### config.mk
export PLATFORM = sky130hd
export DESIGN_NAME = k_fifo_ctrl
export DESIGN_NICKNAME = d
export VERILOG_FILES = /design/src/rtl/k_fifo_pkg.sv /design/src/rtl/k_fifo_ptr.sv /design/src/rtl/k_fifo_ctrl.sv
export SDC_FILE = /design/constraint.sdc
export NUM_CORES = 1
export LEC_CHECK = 0
export BUFFER_PORTS_ARGS = -buffer_cell sky130_fd_sc_hd__buf_2
export CAP_MARGIN = 20
export CORE_AREA = 2 2 39 41
export DETAILED_ROUTE_END_ITERATION = 7
export DIE_AREA = 0 0 41 43
export SYNTH_ARGS = -nofsm -noshare
export SYNTH_HDL_FRONTEND = slang
export SYNTH_SLANG_ARGS = --single-unit
### constraint.sdc
create_clock -name clk -period 1.25 [get_ports clk]
set_input_delay 0.0625 -clock clk [delete_from_list [all_inputs] [get_ports clk]]
set_output_delay 0.0625 -clock clk [all_outputs]
set_load 0.01 [all_outputs]
### src/rtl/k_fifo_pkg.sv
// k_fifo shared helpers: pointer width, depth and
// almost-full level legality for the FIFO controller.
package k_fifo_pkg;

  function automatic int k_fifo_ptr_w(input int addr_size);
    return addr_size + 1;
  endfunction

  function automatic int k_fifo_depth(input int addr_size);
    return 1 << addr_size;
  endfunction

  function automatic bit k_fifo_afull_ok(
    input int lvl,
    input int addr_size
  );
    return (lvl >= 1) && (lvl <= k_fifo_depth(addr_size));
  endfunction

endpackage

### src/rtl/k_fifo_ptr.sv
// Wrap-bit pointer register: MSB toggles once per DEPTH
// increments; clr gives a synchronous return to zero.
module k_fifo_ptr #(
  parameter int W = 2
) (
  input  logic         clk,
  input  logic         rst_n,
  input  logic         inc,
  input  logic         clr,
  output logic [W-1:0] ptr
);

  // clear wins over increment so a flushed op never lands
  always_ff @(posedge clk or negedge rst_n) begin
    if (!rst_n) begin
      ptr <= '0;
    end else if (clr) begin
      ptr <= '0;
    end else if (inc) begin
      ptr <= ptr + 1'b1;
    end
  end

endmodule

### src/rtl/k_fifo_ctrl.sv
// Pointer/handshake controller for an external 2-port regfile FIFO.
// Optional macro K_FIFO_CTRL_FLUSH_EN adds a synchronous flush port.
module k_fifo_ctrl
  import k_fifo_pkg::*;
#(
  parameter int ADDR_SIZE = 1,
  parameter int AFULL_LVL = k_fifo_depth(ADDR_SIZE) - 1
) (
  input  logic                 clk,
  input  logic                 rst_n,
  input  logic                 in_valid,
  output logic                 in_ready,
  output logic                 out_valid,
  input  logic                 out_ready,
`ifdef K_FIFO_CTRL_FLUSH_EN
  input  logic                 flush,
`endif
  output logic                 wen,
  output logic [ADDR_SIZE-1:0] waddr,
  output logic [ADDR_SIZE-1:0] raddr,
  output logic [ADDR_SIZE:0]   count,
  output logic                 full,
  output logic                 empty,
  output logic                 almost_full
);

  localparam int PW = k_fifo_ptr_w(ADDR_SIZE);
  localparam logic [PW-1:0] DEPTH_C =
    PW'(k_fifo_depth(ADDR_SIZE));
  localparam logic [PW-1:0] AFULL_C = PW'(AFULL_LVL);

  if (!k_fifo_afull_ok(AFULL_LVL, ADDR_SIZE)) begin : g_bad_afull
    $error("k_fifo_ctrl: AFULL_LVL outside 1..DEPTH");
  end

  logic          flush_i;
  logic          push;
  logic          pop;
  logic [PW-1:0] wr_ptr;
  logic [PW-1:0] rd_ptr;
  logic [PW-1:0] count_q;
  logic [PW-1:0] count_nx;
  logic          full_q;
  logic          empty_q;
  logic          afull_q;

`ifdef K_FIFO_CTRL_FLUSH_EN
  assign flush_i = flush;
`else
  assign flush_i = 1'b0;
`endif

  // no pass-through: a full FIFO refuses push even if popping
  assign in_ready  = !full_q;
  assign out_valid = !empty_q;
  assign push      = in_valid & in_ready;
  assign pop       = out_valid & out_ready;
  assign wen       = push;

  assign waddr = wr_ptr[ADDR_SIZE-1:0];
  assign raddr = rd_ptr[ADDR_SIZE-1:0];

  k_fifo_ptr #(
    .W(PW)
  ) u_wr_ptr (
    .clk  (clk),
    .rst_n(rst_n),
    .inc  (push),
    .clr  (flush_i),
    .ptr  (wr_ptr)
  );

  k_fifo_ptr #(
    .W(PW)
  ) u_rd_ptr (
    .clk  (clk),
    .rst_n(rst_n),
    .inc  (pop),
    .clr  (flush_i),
    .ptr  (rd_ptr)
  );

  // next occupancy; flush drops everything including this cycle's ops
  always_comb begin
    count_nx = count_q;
    unique case (1'b1)
      flush_i:      count_nx = '0;
      push && !pop: count_nx = count_q + 1'b1;
      pop && !push: count_nx = count_q - 1'b1;
      default:      count_nx = count_q;
    endcase
  end

  // occupancy and status flags registered from next-state count
  always_ff @(posedge clk or negedge rst_n) begin
    if (!rst_n) begin
      count_q <= '0;
      full_q  <= 1'b0;
      empty_q <= 1'b1;
      afull_q <= 1'b0;
    end else begin
      count_q <= count_nx;
      full_q  <= (count_nx == DEPTH_C);
      empty_q <= (count_nx == '0);
      afull_q <= (count_nx >= AFULL_C);
    end
  end

  assign count       = count_q;
  assign full        = full_q;
  assign empty       = empty_q;
  assign almost_full = afull_q;

endmodule

# == Word level (Yosys, flattened, before mapping) ==
# Index checks and enable logic that the tools add are counted.
# totals
out_inout_bits,10
input_bits,4
reg_bits,9
elab_cells,22
# classes
n_addsub,4
muxes,1
n_reduce_logical,7
n_eq_ne,1
n_bitwise,2
order_cmp,1
# ops
cell,count
"adder 2 x 1 -> 2 bit, second input constant",3
zero test 1 bit,4
case mux 2 bit (2 select lines),1
bitwise AND 1 bit,2
"== test 2 bit, second input constant",1
">= comparator 2 x 1 -> 1 bit, second input constant",1
logical AND 1 bit,2
zero test 2 bit,1
"subtractor 2 x 1 -> 2 bit, second input constant",1

# == Longest topological paths before layout ==
# Gate-level depths: netlist of run 1.
# logic_depth
word_depth,6
ltp_mapped,6
depth_no_buf,6

# == Cells and area by module ==
# A second synthesis of run 1 with hierarchy kept.
# hier_totals
hier_cells,38
hier_area_um2,419.2
# by_module_without_submodules
module,instances,area_per_inst_um2,cells_per_inst
k_fifo_ctrl,1,241.5,24
k_fifo_ptr,2,88.8,7

# == Worst setup path before layout of run 1 ==
# OpenSTA, ideal clock, no wires.
# synth_path
kind,register to register
start,"register full_q, in the netlist full"
end,"register afull_q, in the netlist almost_full"
n_path_buf,0
t_required_ns,1.129
path_slack_ns,-0.294
path_stages_with_launch,7
arrival_time_ns,1.422
setup_ns,0.121
cell_sequence,dfrtp_1 -> nor2b_1 -> inv_1 -> ha_1 -> xor2_1 -> nand2_1 -> o22a_1
# synth_via
elab_chain_len,6
# synth_rtl
item,line,source
"start, declared",k_fifo_ctrl.sv:43,logic full_q;
"start signal, assigned",k_fifo_ctrl.sv:103,full_q <= (count_nx == DEPTH_C);
zero test 1 bit *,k_fifo_ctrl.sv:54,assign in_ready = !full_q;
bitwise AND 1 bit *,k_fifo_ctrl.sv:56,assign push = in_valid & in_ready;
via wen,k_fifo_ctrl.sv:18,"output logic wen,"
zero test 1 bit,k_fifo_ctrl.sv:89,pop && !push: count_nx = count_q - 1'b1;
logical AND 1 bit,k_fifo_ctrl.sv:89,
case mux 2 bit (2 select lines) *,k_fifo_ctrl.sv:86,unique case (1'b1)
>= comparator 2 x 1 -> 1 bit *,k_fifo_ctrl.sv:105,afull_q <= (count_nx >= AFULL_C);
"end signal, assigned",k_fifo_ctrl.sv:105,
"end, declared",k_fifo_ctrl.sv:45,logic afull_q;
# The timed path passes the listed nets; every way through them passes the cells marked *.
# A chain may end at the register's enable or synchronous reset.

# == Worst setup path after layout of run 1 ==
# layout_path
start,"register empty_q, in the netlist empty"
end,"register afull_q, in the netlist almost_full"
# layout_via
elab_chain_len,6
# layout_rtl
item,line,source
"start, declared",k_fifo_ctrl.sv:44,logic empty_q;
"start signal, assigned",k_fifo_ctrl.sv:104,empty_q <= (count_nx == '0);
zero test 1 bit *,k_fifo_ctrl.sv:55,assign out_valid = !empty_q;
bitwise AND 1 bit *,k_fifo_ctrl.sv:57,assign pop = out_valid & out_ready;
via pop,k_fifo_ctrl.sv:38,logic pop;
zero test 1 bit,k_fifo_ctrl.sv:88,push && !pop: count_nx = count_q + 1'b1;
logical AND 1 bit,k_fifo_ctrl.sv:88,
case mux 2 bit (2 select lines) *,k_fifo_ctrl.sv:86,
>= comparator 2 x 1 -> 1 bit *,k_fifo_ctrl.sv:105,
# Marked as above.

==> qor.csv, run 1 <==
stage;metric;value;unit
status;run_status;complete, but fails checks;
status;violated_checks;setup timing;
clocking;cts_made_buffers;3;
yosys;syn_nets;32;
cells_and_area;post-route-util;0.382;
routing;post-route-drc-count;0;
clocking;cts_sinks;7;
grt;wire_length_of_the_first_global_routing_pass;924;µm
placement;post-place-ws;-0.0790;ns
timing;setup_viol;2;
timing;worstMarginPinSlew;0.225;ns
cells_and_area;count_of_antenna_diodes_in_the_layout;0;
placement;numPortBuffers;13;
clocking;cts.path.max_buffers;2;
yosys;synthCells;27;
yosys;syn_avg_cell_area;11.4;µm²
clocking;worst_setup_hold_path_clk_slew;0.05;ns
routing;detail_route.wl_per_cell;9.58;µm
timing;post-route-period-util;1.03;
placement;routabilityCongestion;0.674;
power_and_ir_drop;power.density_cell_area;2700;nW/µm²
grt;number_of_global_route_vias_before_repair;230;
cells_and_area;final_net_count;57;
cells_and_area;filler_cell_count;143;
yosys;synth_area;308;µm²
routing;drt-pass1-iter-count;2;
worst_setup_path;max_stage_delay;0.53;ns
routing;number_of_nets_with_antenna_violations_after_detailed_routing;0;
power_and_ir_drop;pwr-share-seq;0.318;
worst_setup_path;critical_path_cell_sequence;nor2b_2 -> ha_4 -> xor2_2 -> nand2_1 -> o22a_1;
timing;final_critical_path_time_including_i_o_delays_and_setup;1.29;ns
worst_setup_path;cp-end-kind;flip-flop;
power_and_ir_drop;power.share.clock;0.148;
cells_and_area;final_instance_area;528;µm²
floorplan;die_w;41;µm
grt;global_route.usage.total;0.0830;
floorplan;die_height;43;µm
routing;wl;642;µm
worst_setup_path;critPathBufInv;0;
cells_and_area;regArea;176;µm²
power_and_ir_drop;internal_power;0.901;mW
timing;worst_max_slew_margin_expressed_relative_to_the_limit;0.850;
timing;final-hold-violation-count;0;
timing;timing.final.ws_setup;-0.0421;ns
clocking;htree_num_levels;1;
routing;drt-initial-drc-count;2;
power_and_ir_drop;maximum_vdd_drop;0.000892;V
power_and_ir_drop;power.net_switching;0.522;mW
yosys;number_of_flip_flops_and_latches_in_the_synthesized_netlist;7;
timing;fmax;774;MHz
job;drv.max_cap_violation_count;0;
timing;final.setup_skew;0.00187;ns
routing;detail_route.vias_per_cell;3.99;
worst_setup_path;worst_setup_path_start_kind;flip-flop;
clocking;clock_latency_on_the_worst_skew_pair;0.26;ns
timing;grt_setup_unrepaired;yes;
worst_setup_path;cp_data_required_time;1.39;ns
grt;pin_count_of_the_biggest_net_entering_global_routing;8;
power_and_ir_drop;p_comb_frac;0.534;
min_path;min_path_type;input port to async pin;
floorplan;initial_utilization;0.222;
worst_setup_path;critical_path_arrival;1.44;ns
cells_and_area;post_route_cells_drive_above_1_share;0.627;
worst_setup_path;cpLargestDelayFamily;flip-flops;
yosys;yosys_warnings;0;
power_and_ir_drop;leakage;0.264;nW
yosys;post_synth_main_area_contributors;sky130_fd_sc_hd__dfrtp_1, sky130_fd_sc_hd__dfstp_2, sky130_fd_sc_hd__xor2_1;
cells_and_area;multi_input_area;170;µm²
placement;dpl-instance-area;443;µm²
yosys;synth_top_cell_area_share;0.488;
power_and_ir_drop;switching_share_of_power;0.367;
timing;maxSlewViolCount;0;
cells_and_area;syn2layout_area_growth;71.5;%
grt;grt_overflow;0;
worst_setup_path;critical_path_peak_fanout;2;
floorplan;floorplan.die_area;1760;µm²
power_and_ir_drop;fin_total_pwr;1.42;mW
floorplan;rows;14;
worst_setup_path;cpMaxStageDelayCell;sky130_fd_sc_hd__dfstp_2;
yosys;synth_sequential_area_ratio;0.573;
clocking;clock-root-buffer;sky130_fd_sc_hd__clkbuf_4;
yosys;synth_top_area_cell;sky130_fd_sc_hd__dfrtp_1;
floorplan;coreArea;1380;µm²
yosys;ys_types;13;
placement;hpwlAfterDp;431;µm
floorplan;io_pins;14;
routing;vias;267;
grt;grt_antenna_before_repair;0;
clocking;cts_tree;built;
worst_setup_path;cp_class;flip-flop to flip-flop;
layer usage:
| layer | wire length (µm) | track usage | up-vias |
|---|---|---|---|
| met5 | 0 | 0 | - |
| met4 | 25 | 0.0800 | 0 |
| met3 | 44 | 0.0314 | 3 |
| met2 | 323 | 0.103 | 11 |
| met1 | 248 | 0.102 | 121 |
| li1 | - | - | 132 |
logic make-up (layout without fill, tap and decap cells):
logic type,count (synthesis),count (layout),share of synthesized area
flops,7,7,0.573
simple gates,7,7,0.126
xor+xnor,5,5,0.142
buf+inv,4,28,0.0488
compound gates,3,3,0.0691
fa+ha+maj,1,1,0.0406
state kept, by name, indices dropped and copies added (netlist names):
register / flops
count: 2
almost_full: 1
empty: 1
full: 1
u_rd_ptr.ptr: 1
u_wr_ptr.ptr: 1
power by group through the flow:
stage	Combinational (mW)	Sequential (mW)	Clock, mW
floorplan	0.319	0.487	0
global placement	0.609	0.437	0
detailed placement	0.608	0.438	0
CTS	0.702	0.444	0.215
global route	0.837	0.470	0.225
finish	0.760	0.452	0.210
through the flow:
| stage | cells | TNS (ns) | hold slack (ns) |
|---|---|---|---|
| floorplan | 27 | -0.137 | -0.233 |
| global placement | 60 | -0.0785 | -0.0952 |
| detailed placement | 60 | -0.105 | -0.0944 |
| CTS | 67 | -0.0506 | 0.161 |
| global route | 67 | -0.276 | 0.179 |
| finish | 67 | -0.0510 | 0.153 |
cells in the mapped netlist:
master,count
sky130_fd_sc_hd__xor2_1,3
sky130_fd_sc_hd__inv_1,4
sky130_fd_sc_hd__o22a_1,1
sky130_fd_sc_hd__xnor2_1,2
sky130_fd_sc_hd__ha_1,1
sky130_fd_sc_hd__and2_1,1
sky130_fd_sc_hd__nor2b_1,2
sky130_fd_sc_hd__dfstp_2,1
sky130_fd_sc_hd__o22ai_1,2
sky130_fd_sc_hd__nand2b_1,2
sky130_fd_sc_hd__nand2_1,1
sky130_fd_sc_hd__dfrtp_1,6
sky130_fd_sc_hd__nor2_1,1
path summary, 6_finish.rpt:
check                                      from               to  slack, ns  cells after the start
min in group clk                      out_ready  u_rd_ptr.ptr[0]       0.29                      4
worst max-delay path                      empty      almost_full      -0.04                      5
worst min register to register  u_wr_ptr.ptr[0]  u_wr_ptr.ptr[0]       0.46                      1
max in group asynchronous                 rst_n            empty       0.87                      2
worst max register to register            empty      almost_full      -0.04                      5
worst min-delay path                      rst_n         count[0]       0.15                      2
cell usage in the layout, fill, tap and decap left out:
cell type                       count
sky130_fd_sc_hd__clkbuf_1           1
sky130_fd_sc_hd__o22a_1             1
sky130_fd_sc_hd__inv_2              1
sky130_fd_sc_hd__inv_1              3
sky130_fd_sc_hd__dfstp_2            1
sky130_fd_sc_hd__and2_4             1
sky130_fd_sc_hd__clkbuf_4           3
sky130_fd_sc_hd__nor2b_4            1
sky130_fd_sc_hd__xor2_2             1
sky130_fd_sc_hd__nor2b_2            1
sky130_fd_sc_hd__buf_2             13
sky130_fd_sc_hd__buf_4              6
sky130_fd_sc_hd__nand2b_4           2
sky130_fd_sc_hd__xor2_1             2
sky130_fd_sc_hd__dfrtp_1            6
sky130_fd_sc_hd__ha_4               1
sky130_fd_sc_hd__nand2_1            1
sky130_fd_sc_hd__dlygate4sd3_1      1
sky130_fd_sc_hd__o22ai_1            1
sky130_fd_sc_hd__o22ai_2            1
sky130_fd_sc_hd__nor2_1             1
sky130_fd_sc_hd__xnor2_1            2
final cells by class:
class                      instances  area share
sequential                         7       0.334
multi-input combinational         16       0.322
timing repair buffer              20       0.227
clock buffer                       4      0.0498
tap                               16      0.0379
inverter                           4      0.0284
timing repair:
| action | in CTS | in global routing |
|---|---|---|
| hold endpoints to repair | 7 | 0 |
| hold buffers | 1 | 0 |
| pin swaps | 2 | 1 |
| buffers inserted | 2 | 0 |
| resized for setup | 3 | 3 |
| setup endpoints to repair | 3 | 5 |
(Power assumes the default switching activity.)
==> inputs of run 2 (changes only) <==
Settings changed: ABC_AREA set to 1.
==> qor.csv, run 2 <==
stage;metric;value;unit
cells_and_area;count_of_antenna_diodes_in_the_layout;0;
power_and_ir_drop;maximum_vdd_drop;0.000890;V
timing;worstMarginPinSlew;0.242;ns
yosys;synth_compound_gate_area_share;0.0159;
timing;worst_max_slew_margin_expressed_relative_to_the_limit;0.838;
placement;dpl-instance-area;437;µm²
yosys;synthMuxAreaShare;0;
power_and_ir_drop;leakage;0.247;nW
clocking;cts_tree;built;
timing;final.setup_skew;0.00460;ns
placement;post-place-ws;-0.0979;ns
routing;detail_route.vias_per_cell;3.85;
placement;hpwlAfterDp;498;µm
yosys;synthArstFlopShare;1.00;
grt;pin_count_of_the_biggest_net_entering_global_routing;8;
clocking;cts_sinks;7;
timing;timing.setup.tns;-0.331;ns
status;violated_checks;setup timing;
job;drv.max_cap_violation_count;0;
cells_and_area;mostFrequentLayoutCells;sky130_fd_sc_hd__buf_2, sky130_fd_sc_hd__dfrtp_1, sky130_fd_sc_hd__inv_1, sky130_fd_sc_hd__inv_2, sky130_fd_sc_hd__nand2_2;
status;run_status;complete, but fails checks;
placement;numPortBuffers;13;
routing;wl;618;µm
worst_setup_path;cp-end-kind;flip-flop;
cells_and_area;syn2layout_area_growth;51.8;%
floorplan;die_w;41;µm
yosys;post_synth_and_or_nand_nor_area_fraction;0.203;
yosys;synth_enable_flop_cells;0;
routing;post-route-drc-count;0;
floorplan;floorplan.die_area;1760;µm²
grt;grt_overflow;0;
clocking;clock_latency_on_the_worst_skew_pair;0.26;ns
timing;grt_setup_unrepaired;yes;
worst_setup_path;cp_class;flip-flop to flip-flop;
yosys;combinational_family_with_the_most_area_after_synthesis;simple AND/OR/NAND/NOR gates;
yosys;synth_area;314;µm²
grt;wire_length_of_the_first_global_routing_pass;1040;µm
placement;routabilityCongestion;0.674;
yosys;synth_top_cell_area_share;0.478;
yosys;synth-xor-area-share;0.0837;
routing;vias;254;
cells_and_area;final_net_count;56;
cells_and_area;final_instance_area;477;µm²
clocking;worst_setup_hold_path_clk_slew;0.06;ns
yosys;synth_sequential_area_ratio;0.562;
yosys;dominantRegCellSynth;sky130_fd_sc_hd__dfrtp_1;
clocking;htree_num_levels;1;
cells_and_area;finalNonFillerCells;66;
timing;final-hold-violation-count;0;
floorplan;coreArea;1380;µm²
yosys;synthCells;30;
routing;number_of_nets_with_antenna_violations_after_detailed_routing;0;
routing;drt-initial-drc-count;2;
routing;drt-pass1-iter-count;2;
grt;global_route.usage.total;0.0961;
clocking;clock-root-buffer;sky130_fd_sc_hd__clkbuf_4;
timing;timing.final.ws_setup;-0.101;ns
yosys;syn_nets;35;
routing;detail_route.wl_per_cell;9.36;µm
min_path;min_path_type;input port to async pin;
yosys;synth_top_area_cell;sky130_fd_sc_hd__dfrtp_1;
timing;setup_viol;4;
power_and_ir_drop;power.density_cell_area;2760;nW/µm²
floorplan;die_height;43;µm
placement;numPlacedInstances;61;
yosys;leading_cell_type_by_number_of_instances_after_synthesis;sky130_fd_sc_hd__inv_1;
timing;post-route-period-util;1.08;
clocking;cts_made_buffers;3;
worst_setup_path;critical_path_peak_fanout;4;
yosys;number_of_flip_flops_and_latches_in_the_synthesized_netlist;7;
yosys;syn_avg_cell_area;10.5;µm²
yosys;synthAdderAreaFrac;0.0398;
yosys;ranking_of_synthesized_cells_by_instance_count;sky130_fd_sc_hd__inv_1, sky130_fd_sc_hd__dfrtp_1, sky130_fd_sc_hd__nand2_1, sky130_fd_sc_hd__nand2_2, sky130_fd_sc_hd__xnor2_1;
cells_and_area;layout_commonest_cell;sky130_fd_sc_hd__buf_2;
worst_setup_path;worst_setup_path_start_kind;flip-flop;
floorplan;initial_utilization;0.227;
cells_and_area;filler_cell_count;152;
timing;final_critical_path_time_including_i_o_delays_and_setup;1.35;ns
yosys;ys_types;13;
floorplan;io_pins;14;
timing;fmax;740;MHz
timing;maxSlewViolCount;0;
floorplan;rows;14;
clocking;cts.path.max_buffers;2;
yosys;yosys_warnings;0;
cells_and_area;largest_register_ff_count;2;
worst_setup_path;critical_path_arrival;1.49;ns
clocking;post-cts-setup-buffer-count;0;
grt;number_of_global_route_vias_before_repair;270;
grt;grt_antenna_before_repair;0;
worst_setup_path;cp_data_required_time;1.39;ns
cells_and_area;post_route_cells_drive_above_1_share;0.640;
yosys;post_synth_main_area_contributors;sky130_fd_sc_hd__dfrtp_1, sky130_fd_sc_hd__dfstp_2, sky130_fd_sc_hd__inv_1;
-- run 2: cell types whose count changed after synthesis, sizes merged, moves of 2 or more --
cell	previous run	this run
nand2	1	6
inv	4	8
xor2	3	0
nand2b	2	0
nor2b	2	0
o22ai	2	0
-- run 2: cell families after synthesis --
group / Yosys count
buf+inv: 8
xor+xnor: 3
fa+ha+maj: 1
simple gates: 10
flops: 7
compound gates: 1
-- run 2: critical path, stage by stage, from the launching register on --
cell and delay, ns:
sky130_fd_sc_hd__dfstp_2 0.54, sky130_fd_sc_hd__inv_2 0.04, sky130_fd_sc_hd__nand2_2 0.06, sky130_fd_sc_hd__inv_2 0.04
sky130_fd_sc_hd__ha_4 0.22, sky130_fd_sc_hd__xnor2_2 0.16, sky130_fd_sc_hd__nand3b_1 0.17
-- run 2: power breakdown --
group          switching, mW  internal [mW]  total (mW)  leakage, nW
clock                 0.0930          0.122       0.215       0.0150
combinational          0.357          0.311       0.668        0.151
sequential            0.0810          0.352       0.433       0.0812
total                  0.531          0.785        1.32        0.247
-- run 2: metrics by stage --
stage / power, mW / hold slack (ns) / utilization
2_1_floorplan: 0.869 / -0.233 / -
3_3_place_gp: 1.08 / -0.0987 / 0.316
3_5_place_dp: 1.10 / -0.0951 / 0.316
4_1_cts: 1.34 / 0.158 / 0.344
5_1_grt: 1.43 / 0.175 / 0.344
6_report: 1.32 / 0.160 / 0.344
-- run 2: worst paths after layout --
kind | startpoint | to | slack, ns | cells past startpoint
hold reg to reg | u_rd_ptr.ptr[0] | u_rd_ptr.ptr[0] | 0.47 | 1
hold / removal | rst_n | count[1] | 0.16 | 2
setup reg to reg | empty | almost_full | -0.10 | 6
setup / recovery | empty | almost_full | -0.10 | 6
max in group asynchronous | rst_n | empty | 0.85 | 2
min in group clk | out_ready | u_rd_ptr.ptr[0] | 0.16 | 4
-- run 2: area by class of cell --
class	instances	area (µm²)	share of cell area
flip-flops and latches	7	176	0.370
multi-input cells	15	134	0.281
well taps	16	20.0	0.0420
inverters	8	30.0	0.0630
clock buffers	4	26.3	0.0551
repair buffers	16	90.1	0.189
-- run 2: repair_timing --
| item | CTS | global route |
|---|---|---|
| endpoints found under the hold margin | 7 | 0 |
| gates resized for setup | 1 | 0 |
| endpoints found under the setup margin | 4 | 5 |
| pin swaps | 1 | 0 |
| hold buffers | 1 | 0 |
-- run 2: metal layers --
layer	up-vias	wire length, µm	GRT usage
li1	128	-	-
met1	115	256	0.105
met4	0	14	0.100
met2	9	313	0.131
met3	2	33	0.0314
met5	-	0	0
==> inputs of run 3 (changes only) <==
Settings changed: CORE_AREA 2 2 39 41 to 8 8 45 47, DIE_AREA 0 0 41 43 to 0 0 53 55, PLACE_DENSITY_LB_ADDON set to 0.1.
==> qor.csv, run 3 (same netlist as run 2, synthesis figures left out) <==
stage;metric;value;unit
power_and_ir_drop;switching_share_of_power;0.417;
routing;number_of_nets_with_antenna_violations_after_detailed_routing;0;
placement;routabilityCongestion;0.671;
floorplan;die_height;55;µm
power_and_ir_drop;leakage;0.247;nW
worst_setup_path;cpLargestDelayFamily;flip-flops;
routing;drt-pass1-iter-count;2;
worst_setup_path;reg2regPathDepth;6;
floorplan;coreArea;1380;µm²
timing;hold_slack;0.163;ns
grt;number_of_global_route_vias_before_repair;272;
power_and_ir_drop;internal_power;0.792;mW
clocking;htree_num_levels;1;
worst_setup_path;setup.reg_to_reg.worst_slack;-0.12;ns
floorplan;rows;14;
routing;wl;817;µm
worst_setup_path;critPathBufInv;2;
grt;wire_length_of_the_first_global_routing_pass;1240;µm
clocking;post-cts-setup-buffer-count;0;
cells_and_area;syn2layout_area_growth;53.4;%
timing;post-route-period-util;1.10;
timing;fmax;730;MHz
status;violated_checks;setup timing;
job;drv.max_cap_violation_count;0;
worst_setup_path;critical_path.reg2reg.startpoint;empty;
worst_setup_path;crit_path_frequent_cell;sky130_fd_sc_hd__inv_2;
power_and_ir_drop;maximum_vdd_drop;0.000914;V
worst_setup_path;worst_r2r_endpoint;almost_full;
cells_and_area;largest_register_ff_count;2;
floorplan;floorplan.die_area;2920;µm²
placement;numPortBuffers;13;
clocking;clock_latency_on_the_worst_skew_pair;0.26;ns
floorplan;io_pins;14;
timing;final-hold-violation-count;0;
worst_setup_path;critical_path_peak_fanout;4;
power_and_ir_drop;power.share.clock;0.161;
grt;global_route.usage.total;0.0643;
timing;timing.final.ws_setup;-0.120;ns
worst_setup_path;worst_setup_path_start_kind;flip-flop;
power_and_ir_drop;pwr-share-seq;0.318;
timing;setup_viol;5;
worst_setup_path;critical_path_cell_sequence;inv_2 -> nand2_2 -> inv_2 -> ha_4 -> xnor2_2 -> nand3b_1;
cells_and_area;post_route_cells_drive_above_1_share;0.680;
routing;detail_route.wl_per_cell;12.4;µm
timing;worst_max_slew_margin_expressed_relative_to_the_limit;0.809;
cells_and_area;final_net_count;56;
placement;numPlacedInstances;61;
min_path;min_path_type;input port to async pin;
timing;worstMarginPinSlew;0.285;ns
status;run_status;complete, but fails checks;
cells_and_area;count_of_antenna_diodes_in_the_layout;0;
timing;final.setup_skew;0.00284;ns
placement;post-place-ws;-0.0950;ns
timing;final_critical_path_time_including_i_o_delays_and_setup;1.37;ns
routing;detail_route.vias_per_cell;3.95;
power_and_ir_drop;p_comb_frac;0.522;
power_and_ir_drop;power.net_switching;0.566;mW
clocking;cts_made_buffers;3;
clocking;clock-root-buffer;sky130_fd_sc_hd__clkbuf_4;
routing;vias;261;
placement;dpl-instance-area;437;µm²
timing;timing.setup.tns;-0.367;ns
worst_setup_path;critical_path_arrival;1.56;ns
cells_and_area;final_instance_area;482;µm²
worst_setup_path;max_stage_delay;0.53;ns
clocking;cts_sinks;7;
timing;grt_setup_unrepaired;yes;
cells_and_area;layout_commonest_cell;sky130_fd_sc_hd__buf_2;
power_and_ir_drop;power.density_cell_area;2820;nW/µm²
clocking;cts.path.max_buffers;2;
cells_and_area;mostFrequentLayoutCells;sky130_fd_sc_hd__buf_2, sky130_fd_sc_hd__dfrtp_1, sky130_fd_sc_hd__nand2_2, sky130_fd_sc_hd__inv_1, sky130_fd_sc_hd__inv_2;
worst_setup_path;cp_data_required_time;1.44;ns
routing;post-route-drc-count;0;
worst_setup_path;cp-end-kind;flip-flop;
routing;drt-initial-drc-count;4;
floorplan;die_w;53;µm
worst_setup_path;cp_class;flip-flop to flip-flop;
timing;maxSlewViolCount;0;
cells_and_area;post-route-util;0.348;
worst_setup_path;cpMaxStageDelayCell;sky130_fd_sc_hd__dfstp_2;
cells_and_area;finalNonFillerCells;66;
clocking;cts_tree;built;
clocking;worst_setup_hold_path_clk_slew;0.06;ns
power_and_ir_drop;fin_total_pwr;1.36;mW
placement;hpwlAfterDp;613;µm
grt;grt_antenna_before_repair;0;
grt;grt_overflow;0;
grt;pin_count_of_the_biggest_net_entering_global_routing;8;
floorplan;initial_utilization;0.227;
-- run 3: layout make-up --
| type | instances | area (µm²) |
|---|---|---|
| Timing Repair Buffer | 16 | 90.1 |
| Fill cell | 143 | 902 |
| Inverter | 8 | 30.0 |
| Sequential cell | 7 | 176 |
| Tap cell | 16 | 20.0 |
| Multi-Input combinational cell | 15 | 139 |
| Clock buffer | 4 | 26.3 |
-- run 3: worst max-delay path by stage --
stage	from	depth (start not counted)	to	slack [ns]
3_5_place_dp	empty	6	almost_full	-0.09
4_1_cts	empty	6	almost_full	-0.11
2_1_floorplan	empty	6	almost_full	-0.10
5_1_grt	empty	8	empty	-0.18
6_report	empty	6	almost_full	-0.12
3_3_place_gp	empty	7	full	-0.09
-- run 3: power by group through the flow --
| stage | clock [mW] | sequential [mW] | combinational [mW] |
|---|---|---|---|
| detailed placement | 0 | 0.436 | 0.669 |
| global placement | 0 | 0.430 | 0.661 |
| CTS | 0.231 | 0.432 | 0.680 |
| floorplan | 0 | 0.488 | 0.382 |
| global route | 0.247 | 0.450 | 0.780 |
| finish | 0.218 | 0.431 | 0.709 |
-- run 3: timing repair --
action	CTS	global route
setup endpoints to repair	4	6
hold buffers	1	0
hold endpoints to repair	7	0
pin swaps	2	1
resized for setup	0	3
gates cloned	0	0
-- run 3: metal layers --
metal,track usage,vias up,share of wire
met3,0.0348,3,0.15
li1,-,128,-
met5,0,-,0
met1,0.0586,117,0.39
met4,0.0776,0,0.034
met2,0.0938,13,0.43
